$ cat src/rtl/turn_controller.sv
// turn_controller: owns the tic-tac-toe board and sequences human/AI turns,
// move legality, win/draw detection and the AI forfeit timeout.
module turn_controller #(
  parameter bit HUMAN_FIRST = 1'b1,
  parameter int AI_TIMEOUT = 255
) (
  input  logic       clk,
  input  logic       reset,
  input  logic       start,
  input  logic [3:0] human_move_select,
  input  logic       human_move_en,
  input  logic [3:0] ai_move_select,
  input  logic       ai_move_en,
  output logic       ai_move_req,
  output logic [5:0] top,
  output logic [5:0] middle,
  output logic [5:0] bottom,
  output logic       turn,
  output logic       request_new_move_select,
  output logic       valid_move,
  output logic       game_over,
  output logic [1:0] winner,
  output logic [3:0] move_count,
  output logic       ai_timeout
);
  typedef enum logic [2:0] {IDLE, HUMAN_TURN, AI_TURN, CHECK, DONE} state_t;
  state_t state, next_state;
  logic [1:0] cells [9];
  logic [7:0] ai_cnt;
  logic [8:0] xb, ob;
  logic [15:0] occ;
  logic [3:0] sel;
  logic [1:0] code, next_winner;
  logic en, acc, rej, tmo, x_win, o_win, full;
  function automatic logic has_line(input logic [8:0] b);
    return (&b[2:0]) | (&b[5:3]) | (&b[8:6]) | (b[0] & b[3] & b[6]) |
           (b[1] & b[4] & b[7]) | (b[2] & b[5] & b[8]) |
           (b[0] & b[4] & b[8]) | (b[2] & b[4] & b[6]);
  endfunction
  always_comb begin
    xb = '0;
    ob = '0;
    for (int i = 0; i < 9; i++) begin
      xb[i] = cells[i] == 2'b01;
      ob[i] = cells[i] == 2'b10;
    end
  end
  // out-of-range selects 9..15 look like occupied cells, so one lookup covers both checks
  assign occ   = {7'h7f, xb | ob};
  assign sel   = state == AI_TURN ? ai_move_select : human_move_select;
  assign code  = state == AI_TURN ? 2'b10 : 2'b01;
  assign en    = state == AI_TURN ? ai_move_en : state == HUMAN_TURN ? human_move_en : 1'b0;
  assign acc   = en && !occ[sel];
  assign rej   = en && occ[sel];
  assign tmo   = state == AI_TURN && !acc && ai_cnt == 8'(AI_TIMEOUT - 1);
  assign x_win = has_line(xb);
  assign o_win = has_line(ob);
  assign full  = move_count == 4'd9;
  assign top    = {cells[0], cells[1], cells[2]};
  assign middle = {cells[3], cells[4], cells[5]};
  assign bottom = {cells[6], cells[7], cells[8]};
  always_comb begin
    next_state = state;
    if (start) next_state = HUMAN_FIRST ? HUMAN_TURN : AI_TURN;
    else
      case (state)
        HUMAN_TURN, AI_TURN: next_state = acc ? CHECK : tmo ? DONE : state;
        CHECK: next_state = (x_win || o_win || full) ? DONE : turn ? HUMAN_TURN : AI_TURN;
        default: next_state = state;
      endcase
  end
  assign next_winner = start ? 2'b00 : tmo ? 2'b01 : state != CHECK ? winner :
                       x_win ? 2'b01 : o_win ? 2'b10 : full ? 2'b11 : winner;
  always_ff @(posedge clk or posedge reset) begin
    if (reset) begin
      state <= IDLE;
      for (int i = 0; i < 9; i++) cells[i] <= 2'b00;
      ai_cnt <= '0;
      ai_move_req <= 1'b0;
      turn <= 1'b0;
      request_new_move_select <= 1'b0;
      valid_move <= 1'b0;
      game_over <= 1'b0;
      winner <= 2'b00;
      move_count <= '0;
      ai_timeout <= 1'b0;
    end else begin
      state <= next_state;
      for (int i = 0; i < 9; i++)
        cells[i] <= start ? 2'b00 : (acc && sel == 4'(i)) ? code : cells[i];
      ai_cnt <= (!start && state == AI_TURN && next_state == AI_TURN) ? ai_cnt + 8'd1 : 8'd0;
      ai_move_req <= next_state == AI_TURN;
      turn <= next_state == HUMAN_TURN ? 1'b0 : next_state == AI_TURN ? 1'b1 : turn;
      request_new_move_select <= !start && rej;
      valid_move <= !start && acc;
      game_over <= next_state == DONE;
      winner <= next_winner;
      move_count <= start ? 4'd0 : (acc && move_count < 4'd9) ? move_count + 4'd1 : move_count;
      ai_timeout <= !start && (ai_timeout || tmo);
    end
  end
endmodule

$ cat config.mk
export PLATFORM = sky130hd
export DESIGN_NAME = turn_controller
export DESIGN_NICKNAME = d
export VERILOG_FILES = /design/src/rtl/turn_controller.sv
export SDC_FILE = /design/constraint.sdc
export NUM_CORES = 1
export LEC_CHECK = 0
export ABC_AREA = 1
export CAP_MARGIN = 20
export CORE_MARGIN = 3
export CORE_UTILIZATION = 58
export DETAILED_ROUTE_END_ITERATION = 8
export PLACE_DENSITY = 0.95
export SLEW_MARGIN = 10
export SYNTH_ARGS = -nofsm -noshare
export SYNTH_HDL_FRONTEND = slang
export SYNTH_SLANG_ARGS = --single-unit
$ cat constraint.sdc
create_clock -name clk -period 4.9 [get_ports clk]
set_input_delay 1.225 -clock clk [delete_from_list [all_inputs] [get_ports clk]]
set_output_delay 1.225 -clock clk [all_outputs]
set_load 0.1 [all_outputs]
Word level (Yosys, flattened, before mapping)
Index checks and enable logic that the tools add are counted.
{ "classes": {"n_addsub": 2, "magnitude_cmp": 2, "eq_ne": 36, "n_mux": 41, "bitwise": 35, "reduce_logical": 46} }
{ "op_table": {"columns": ["operator", "n"], "rows": [
  ["2-to-1 mux 2 bit", 26],
  ["nonzero test 2 bit", 11],
  ["bitwise AND 1 bit", 20],
  ["logical AND 1 bit", 19],
  ["equality test 2 x 1 -> 1 bit (second input constant)", 9],
  ["equality test 2 bit (second input constant)", 9],
  ["AND reduction 3 bit", 6],
  ["equality test 4 x 3 -> 1 bit (second input constant)", 4],
  ["OR 1 bit", 14],
  ["2-to-1 mux 3 bit", 4],
  ["2-to-1 mux 4 bit", 3],
  ["equality test 3 x 2 -> 1 bit (second input constant)", 3],
  ["OR 9 bit", 1],
  ["adder 8 x 1 -> 8 bit (second input constant)", 1],
  ["equality test 4 x 2 -> 1 bit (second input constant)", 2],
  ["equality test 4 bit (second input constant)", 2],
  ["equality test 8 bit (second input constant)", 1],
  ["2-to-1 mux 8 bit", 1],
  ["equality test 3 x 1 -> 1 bit (second input constant)", 2],
  ["case mux 3 bit (2 select lines)", 1],
  ["less-than comparator 4 x 5 -> 1 bit (second input constant)", 1],
  ["2-to-1 mux 1 bit", 5],
  ["nonzero test 5 bit", 1],
  ["adder 4 x 1 -> 4 bit (second input constant)", 1],
  ["other kinds (11)", 15]
]} }
{ "totals": {"ff_bits": 41, "word_cells": 181} }

Depth between registers and ports, before layout
{ "depth": {"depth_word": 17, "depth_mapped": 17, "ltp_nobuf": 16} }

Worst setup path after synthesis
Ideal clock, no wire load.
{ "synth_path": {"kind": "input -> register", "from": "input port ai_move_select[3]", "to": "register cells (netlist bit bottom[0])", "setup_ps": 126, "t_arrival_ps": 2476, "path_slack_ps": 2297, "stages": 10, "n_path_buf": 1, "cell_sequence": "inv_1 o21ai_1 and2b_4 nand2_2 nand4_4 inv_1 buf_4 nand4_1 nand3_1 o21ai_1"} }
{ "synth_between": {"elab_chain_cells": 7} }
{ "synth_lines": {"columns": ["element", "line", "source"], "rows": [
  ["start, declared", "12", "input logic [3:0] ai_move_select,"],
  ["2-to-1 mux 4 bit (*)", "50", "assign sel = state == AI_TURN ? ai_move_select : human_move_select;"],
  ["binary-select mux 1 bit (select 4 bit)", "53", "assign acc = en && !occ[sel];"],
  ["2-to-1 mux 1 bit (not written as such)", "53", null],
  ["zero test 1 bit", "53", null],
  ["logical AND 1 bit", "53", null],
  ["logical AND 1 bit (*)", "90", "cells[i] <= start ? 2'b00 : (acc && sel == 4'(i)) ? code : cells[i];"],
  ["nonzero test 2 bit (no source line) (*)", null, null],
  ["end signal, assigned by index", "90", null],
  ["end, declared", "28", "logic [1:0] cells [9];"]
]} }
Every way passes the cells marked *; elsewhere a longest branch is shown, timed or not. The select of a mux whose other input is x is not followed.
A chain may end at the register's enable or synchronous reset.

Final worst setup path
{ "layout_path": {"from": "input port start", "to": "register turn"} }
{ "layout_between": {"elab_chain_cells": 3} }
{ "layout_lines": {"columns": ["element", "line", "source"], "rows": [
  ["start, declared", "9", "input logic start,"],
  ["2-to-1 mux 3 bit (*)", "64", "if (start) next_state = HUMAN_FIRST ? HUMAN_TURN : AI_TURN;"],
  ["net next_state[0]", "27", "state_t state, next_state;"],
  ["equality test 3 x 1 -> 1 bit / equality test 3 x 2 -> 1 bit (equally long branches)", "93", "turn <= next_state == HUMAN_TURN ? 1'b0 : next_state == AI_TURN ? 1'b1 : turn;"],
  ["2-to-1 mux 1 bit / nonzero test 2 bit (equally long branches)", null, null],
  ["end signal, assigned", "93", null],
  ["end, declared", "18", "output logic turn,"]
]} }
Mark *: on every way through the listed nets, which the timed path passes. The rest lies on a longest branch.

==> summary.md <==
| Metric | Value |
|---|---|
| Post-synth top area cell | `dfrtp_1` |
| Hold Crit Class | `flip-flop to flip-flop` |
| Vias in the first global route | `between 2000 and 2500` |
| Io pins | `43` |
| CP endpoint kind | `flip-flop` |
| Internal | `about 600 uW` |
| Ys async rst share | `1.000` |
| Period utilisation layout | `0.6627` |
| Crit path launch type | `input port` |
| Net switching fraction of the power | `0.4289` |
| P_sw | `around 440 uW` |
| Power per Cell Area | `around 320 nW/um2` |
| DRT antenna net count | `0` |
| Post-synth EDFFs | `0` |
| First-pass GRT wire length | `10430 um` |
| Max FO, Critical Path | `24` |
| Die W | `72.92 um` |
| Post-Synthesis Cells | `approximately 330` |
| Hold slack final | `between 500 and 600 ps` |
| Core area | `4173 um2` |
| Main flop type after synthesis | `dfrtp_1` |
| Synth cell count leaders | `nand2_1 (79), inv_1 (55), dfrtp_1 (41)` |
| DP Area | `slightly above 3000 um2` |
| Cell Area, Synth | `between 2000 and 3000 um2` |
| Max-slew violations | `0` |
| Synth unique cells | `34` |
| Slew headroom | `0.3372` |
| Fmax | `~310 MHz` |
| CP Data Arrival Time | `3470 ps` |
| Total clock sinks | `between 40 and 50` |
| CP Class | `input port to flip-flop` |
| Routed vias | `about 2400` |
| NumNets Final | `between 400 and 500` |
| Clock tree from TritonCTS | `yes` |
| GP Congestion | `0.8790` |
| Initial DRC count | `208` |
| Total GRT Usage | `0.2556` |
| Pin count of the biggest net entering global routing | `42` |
| Clock share of power | `0.231` |
| GRT overflow | `0` |
| Top-area cell type share of the netlist area | `0.3950` |
| Drt via density | `5.506` |
| Final Hold Vio Count | `0` |
| Pre-antenna DRT Iters | `5` |
| HPWL after detailed placement | `4623 um` |
| Area contributors post-synth | `dfrtp_1 (39%), nand2_1 (11%), ha_1 (11%)` |
| YS warnings | `0` |
| Flop pwr share | `0.380` |
| Routed wire length | `6087 um` |
| Period minus WS final | `3247 ps` |
| RSZ-0062 raised after global routing | `no` |
| Initial antenna violation count | `0` |
| Port Buffer Count | `42` |
| Root Driver | `clkbuf_8` |
| Die area | `~5300 um2` |
| Crit path required time | `between 5000 and 6000 ps` |
| Layout cells sized above 1 | `0.07162` |
| Hold Buf Count CTS | `0` |
| Count of state elements after synthesis | `a little over 40` |
| CTS Buf Count | `5` |
| Worst skew pair latency | `~300 ps` |
| Design Area, Final | `roughly 3200 um2` |
| Count leader, synth | `nand2_1` |
| Diode count | `0` |
| Maxcap violations | `0` |
| Pleak | `between 1.5 and 2 nW` |
| Fin cells | `between 400 and 500` |
| Post CTS Setup Buffer Count | `0` |
| Syn Area/Cell | `roughly 7.8 um2` |
| Run status | `finished, final reports clean` |
| DR WL/cell | `about 14 um` |
| Combinational Power Share | `0.389` |
| Final setup TNS | `0 ps` |
| Row count | `23` |
| Clk buf depth | `2` |
| Max IR drop VDD | `0.0002825 V` |
| Clock-pin slew reported for the worst setup and hold paths after clock tree synthesis | `80 ps` |
| Placed cells | `around 420` |
| Syn nets | `approximately 370` |
| Worst-Margin Slew | `around 990 ps` |
| Post_cts resized | `0` |
| Starting Density | `0.6225` |
| Endpoints failing setup | `0` |
| Die height | `between 70 and 80 um` |
| # DRC | `0` |
| H-tree depth | `2` |
| Skew final | `between 4 and 5 ps` |
| Seq/Total Area, Yosys | `0.3950` |
| Area Growth Syn to Fin | `21.44%` |
## area by class of cell
| class | count | area, um2 |
|---|---|---|
| inverter | 55 | 206.4 |
| clock inverter | 2 | 13.76 |
| fill | 296 | 1018 |
| timing repair buffer | 43 | 427.9 |
| multi-input combinational | 230 | 1335 |
| tap | 50 | 62.56 |
| sequential | 41 | 1026 |
| clock buffer | 6 | 82.58 |
## cell usage in the layout, fill, tap and decap left out, types with 3 or more instances in the layout
cell type	count
a21oi_1	9
clkbuf_8	6
clkdlybuf4s50_1	42
dfrtp_1	41
ha_1	23
inv_1	55
nand2_1	79
nand2_2	4
nand3_1	38
nand4_1	3
nor2_1	17
nor3_1	4
o21ai_0	22
o21ai_1	3
xor2_1	4
## sequential cells by signal (all words and copies together), names as in the netlist
register                 cells
ai_cnt                       8
bottom                       6
middle                       6
top                          6
move_count                   4
state                        3
winner                       2
ai_move_req                  1
ai_timeout                   1
game_over                    1
request_new_move_select      1
turn                         1
valid_move                   1
## final timing paths
path / start / end / slack [ps] / cells past startpoint
worst max-delay path: start / turn / 1650 / 8
max in group asynchronous: reset / middle[2] / 3190 / 3
worst min register to register: ai_cnt[0] / ai_cnt[0] / 530 / 1
min in group asynchronous: reset / state[2] / 1350 / 3
worst max register to register: state[2] / move_count[2] / 2430 / 12
worst min-delay path: ai_cnt[0] / ai_cnt[0] / 530 / 1
## layer usage
metal,routed length (um),GRT usage,up-vias
met5,0,0,-
met4,129,0.1148,0
met3,396,0.04408,15
met2,3087,0.4349,117
met1,2473,0.3167,1074
li1,-,-,1145
## power groups by stage
stage / combinational [mW] / sequential [mW] / clock [mW]
floorplan: 0.198 / 0.502 / 0
global placement: 0.378 / 0.393 / 0
detailed placement: 0.391 / 0.394 / 0
CTS: 0.394 / 0.388 / 0.242
global route: 0.431 / 0.392 / 0.255
finish: 0.397 / 0.388 / 0.236
## stage by stage
stage / total power [mW] / setup slack [ps] / util
after floorplan: 0.6995 / 2297 / -
after global placement: 0.7713 / 1571 / 0.7328
after detailed placement: 0.7846 / 1449 / 0.7328
after CTS: 1.024 / 1758 / 0.7559
after global routing: 1.078 / 1478 / 0.7559
final: 1.021 / 1653 / 0.7559
## worst max-delay path, cell delays in order
cell	delay, ps
clkdlybuf4s50_1	580
inv_1	620
o21ai_0	240
a21oi_1	170
nand2_1	140
nor2_2	220
nand2_1	110
a21oi_1	160
## cell families after synthesis
family                     synth area share
DFF                                  0.3950
adders and majority gates            0.1108
and+or+nand+nor                      0.2784
AOI/OAI and AO/OA                    0.1045
buffers and inverters               0.09104
xor gates and xnor gates            0.02023
(Power assumes the default switching activity.)
